<file path="config.mk">
export PLATFORM = sky130hd
export DESIGN_NAME = sub_word_seq
export DESIGN_NICKNAME = d
export VERILOG_FILES = /design/src/rtl/sub_word_seq.sv
export SDC_FILE = /design/constraint.sdc
export NUM_CORES = 1
export LEC_CHECK = 0
export BUFFER_PORTS_ARGS = -buffer_cell sky130_fd_sc_hd__buf_2
export CORE_MARGIN = 8
export CORE_UTILIZATION = 54
export CTS_BUF_LIST = sky130_fd_sc_hd__clkbuf_4
export CTS_CLUSTER_SIZE = 24
export DETAILED_ROUTE_END_ITERATION = 6
export PLACE_DENSITY = 0.83
export SYNTH_ARGS = -nofsm -noshare
export SYNTH_HDL_FRONTEND = slang
export SYNTH_SLANG_ARGS = --single-unit
</file>
<file path="constraint.sdc">
create_clock -name clk -period 3.18 [get_ports clk]
set_clock_uncertainty 0.2 [all_clocks]
set_input_delay 0 -clock clk [delete_from_list [all_inputs] [get_ports clk]]
set_output_delay 0 -clock clk [all_outputs]
set_load 0.01 [all_outputs]
</file>
<file path="src/rtl/sub_word_seq.sv">
`default_nettype none
// ============================================================================
// Module   : sub_word_seq
// Purpose  : Multi-byte subtraction sequencer. Drives an external 8-bit
//            subtractor macro (DIFF = A - B - CI, CO = borrow-out) one byte
//            per cycle, least-significant byte first, and assembles the
//            WORDS-byte difference, final borrow and zero flag.
// Ports    : clk, rst (async, active-high), flush (sync abort)
//            in_valid/in_ready, op_a, op_b, op_bin : operand handshake
//            sub_a, sub_b, sub_ci -> macro;  sub_diff, sub_co <- macro
//            out_valid/out_ready, result, borrow, zero : result handshake
// Revision : 1.0  initial release
// ============================================================================
module sub_word_seq #(
    parameter int WORDS = 4
) (
    input  logic                 clk,
    input  logic                 rst,
    input  logic                 flush,
    input  logic                 in_valid,
    output logic                 in_ready,
    input  logic [8*WORDS-1:0]   op_a,
    input  logic [8*WORDS-1:0]   op_b,
    input  logic                 op_bin,
    output logic [7:0]           sub_a,
    output logic [7:0]           sub_b,
    output logic                 sub_ci,
    input  logic [7:0]           sub_diff,
    input  logic                 sub_co,
    output logic                 out_valid,
    input  logic                 out_ready,
    output logic [8*WORDS-1:0]   result,
    output logic                 borrow,
    output logic                 zero
);

    localparam int CW = (WORDS > 1) ? $clog2(WORDS) : 1;

    localparam logic [1:0]    c_idle = 2'd0;
    localparam logic [1:0]    c_run  = 2'd1;
    localparam logic [1:0]    c_done = 2'd2;
    localparam logic [CW-1:0] c_last = CW'(WORDS - 1);

    logic [1:0]           r_state;
    logic [CW-1:0]        r_count;
    logic [8*WORDS-1:0]   r_a;
    logic [8*WORDS-1:0]   r_b;
    logic                 r_brw;
    logic [8*WORDS-1:0]   r_result;
    logic                 r_borrow;
    logic                 w_run;

    assign w_run = (r_state == c_run);

    // Macro path is purely combinational: the byte selected by r_count goes
    // straight out, and the macro's answer is captured on the same edge.
    always_comb begin
        sub_a  = 8'd0;
        sub_b  = 8'd0;
        sub_ci = 1'b0;
        if (w_run) begin
            sub_a  = r_a[8*r_count +: 8];
            sub_b  = r_b[8*r_count +: 8];
            sub_ci = r_brw;
        end
    end

    always_ff @(posedge clk or posedge rst) begin
        if (rst) begin
            r_state  <= c_idle;
            r_count  <= '0;
            r_a      <= '0;
            r_b      <= '0;
            r_brw    <= 1'b0;
            r_result <= '0;
            r_borrow <= 1'b0;
        end else if (flush) begin
            // Abort wins over every other action; result/borrow left as-is.
            r_state <= c_idle;
        end else begin
            case (r_state)
                c_idle: begin
                    if (in_valid) begin
                        r_a     <= op_a;
                        r_b     <= op_b;
                        r_brw   <= op_bin;
                        r_count <= '0;
                        r_state <= c_run;
                    end
                end
                c_run: begin
                    r_result[8*r_count +: 8] <= sub_diff;
                    r_brw                    <= sub_co;
                    if (r_count == c_last) begin
                        // Count stops at the last byte rather than wrapping.
                        r_borrow <= sub_co;
                        r_state  <= c_done;
                    end else begin
                        r_count <= r_count + 1'b1;
                    end
                end
                c_done: begin
                    if (out_ready) begin
                        r_state <= c_idle;
                    end
                end
                default: r_state <= c_idle;
            endcase
        end
    end

    assign in_ready  = (r_state == c_idle);
    assign out_valid = (r_state == c_done);
    assign result    = r_result;
    assign borrow    = r_borrow;
    assign zero      = (r_result == '0);

endmodule
`default_nettype wire

</file>
==> metrics <==
status=completed; setup bufs post-CTS=0; Post-DP HPWL=7730 microns; IO Port Bufs=131; Leakage=2.95 nW; clk sinks=102; Hold WC Path Type=input pin to flop; leading area contributor after synthesis=dfrtp_1; die area=11700 sq um; Synth top cells by count=dfrtp_1, mux2_2, a22o_1, mux4_2, nor2b_1; Crit Path Max Fanout=19; RSZ-0062 raised after global routing=no; Overall Global Routing Usage=22.1%; CP Launch Type=flop; # rows=33; Initial Utilization=55.7%; number of CTS-inserted buffers=9; async set or reset register ratio after synthesis=100%; first-pass GRT wire length=20100 microns; drt first-iter violations=142; CP Cell Sequence=buf_4 > ha_1 > nand4bb_1 > nor4b_4 > a22o_1; sequential share of power=48.9%; Relative slew margins=48.5%; register area share after synthesis=55.5%; largest net degree at the start of global routing=65; Die Width=108 microns; routability cong.=0.760; final hold vios=0; CP endpoint kind=flop; Vias=3464; clk slew on worst S/H paths=150 ps; Residual DRC=0; synth warn=0; pwr dens=556 nW/um^2; buffer type at the clock tree root=clkbuf_4; Crit path arrival time=2780 ps; num ports=132; Gate power share=29.3%; CP Class=flop to flop; Routed WL=12700 microns; Cell Int Power=2.45 mW; Mapped Area=4600 sq um; Synth area leaders=dfrtp_1, mux2_2, mux4_2; post-route clock period utilization=81.9%; H-tree lvl count=3; Detail Route Antenna Nets=0; Top FF cell, synth=dfrtp_1; post-synthesis cell type count=27; Net Sw Frac=29.6%; initial antenna violation count=1; Wirelength per Cell=20.4 microns; power share of the clock group=21.8%; fraction of layout cells with a size suffix above 1=46.8%; WP buf/inv=1; Design Power=3.48 mW; Max stage delay on crit path=590 ps; Max-Cap Viols=0; vias per inst=5.57; Finished Cell Area=6260 sq um; Die Span Y=108 microns; Placed Area=5290 sq um; filler cell count=519; WP data required=3360 ps; top-count cell post-synth=dfrtp_1; number of global-route vias before repair=3848; Nets=592; switching power=1.03 mW; #FFs+latches synth=102; Post-synth EDFFs=0; fin crit period=2600 ps; CTS tree=built; non-filler cells, final=622; area grow syn2layout=36.1%; Worst Tran Pin Value=772 ps; net count after synthesis=384; total congestion overflow=0; per-instance average area after synthesis=15.3 sq um; Core Box Area=8260 sq um; CTS max path bufs=2; Max Slew Vio Count=0; delay-heaviest family, CP=simple AND/OR/NAND/NOR gates; endpoints failing setup=0; Cells after DPL=522; area share of the largest cell type after synthesis=55.5%; setup TNS after final layout=0 ps; Slowest cell on crit path=nor4b_4; Mapped Cells=300; fmax=384 MHz; drt pass-1 iters=4; Clock Latency Late Sink=440 ps; Max VDD drop=0.000373 V
[path summary, 6_finish.rpt]
| kind | from | slack, ps | to | cells after the start |
|---|---|---|---|---|
| setup reg to reg | r_count[0] | 580 | result[26] | 5 |
| max in group asynchronous | rst | 1460 | result[17] | 5 |
| hold / removal | op_b[28] | 110 | r_b[28] | 3 |
| hold reg to reg | r_b[21] | 320 | r_b[21] | 1 |
| setup / recovery | r_count[0] | 580 | result[26] | 5 |
| min in group asynchronous | rst | 510 | r_b[28] | 4 |
[sequential cells by signal, indices dropped and copies added (netlist names)]
name	count
r_b	32
r_a	32
r_count	2
r_brw	1
r_state	2
borrow	1
result	32
[placed cells by master (no fill, tap or decap), types with 2 or more instances in the layout]
cell type	n
clkbuf_4	10
nand4_1	2
mux2_2	66
nand2_1	2
nor4_4	2
inv_1	4
diode_2	4
nor4_1	8
nor2b_1	16
mux2i_1	3
nand2b_1	2
nand3b_1	2
dfrtp_1	102
mux4_2	16
nor2_1	6
bufinv_16	2
nand4bb_1	4
buf_2	131
nor4b_4	2
dlygate4sd3_1	80
buf_4	4
a22o_1	32
ha_1	5
[layer usage]
metal	GRT usage, %	wire length (microns)	vias up
li1	-	-	1549
met1	25.7	4860	1760
met2	39.3	6810	135
met3	5.18	795	20
met4	7.72	228	0
met5	0	0	-
[cell type report]
| class | count | area (sq um) | area share (%) |
|---|---|---|---|
| tap | 105 | 131 | 2.10 |
| multi-input combinational | 174 | 1880 | 30.0 |
| sequential | 102 | 2550 | 40.8 |
| clock buffer | 10 | 75.1 | 1.20 |
| timing repair buffer | 216 | 1510 | 24.1 |
| inverter | 5 | 21.3 | 0.340 |
| clock inverter | 6 | 85.1 | 1.36 |
| antenna | 4 | 10.0 | 0.160 |
[power by group through the flow]
| stage | Combinational, mW | Clock (mW) | Sequential (mW) |
|---|---|---|---|
| detailed placement | 0.931 | 0 | 1.72 |
| finish | 1.02 | 0.761 | 1.70 |
| global route | 1.10 | 0.818 | 1.73 |
| global placement | 0.905 | 0 | 1.70 |
| floorplan | 0.664 | 0 | 1.69 |
| CTS | 1.01 | 0.761 | 1.69 |
[timing repair]
item                      in CTS  in global routing
resized for setup              0                  0
hold buffers                  80                  0
hold endpoints to repair     204                  0
[worst register-to-register path, stage by stage, from the launching register on]
cell and delay (ps):
dfrtp_1 490, buf_4 390, ha_1 260, nand4bb_1 420
nor4b_4 590, a22o_1 200
[cells by family (layout without fill, tap and decap cells)]
family | after synthesis | after routing | synth area share [%]
and+or+nand+nor | 49 | 49 | 8.27
adders and majority gates | 5 | 5 | 1.36
DFF | 102 | 102 | 55.5
muxes | 85 | 85 | 24.6
AOI/OAI and AO/OA | 35 | 35 | 6.47
other | 0 | 4 | 0
buffers and inverters | 24 | 237 | 3.78
[per-stage QoR]
step	hold slack, ps	utilization (%)	setup slack (ps)
global route	103	75.7	404
CTS	91.4	75.7	549
global placement	-106	64.1	720
floorplan	-137	-	305
detailed placement	-102	64.1	593
finish	107	75.8	576
Note: power is estimated with default switching activity, not from simulation.
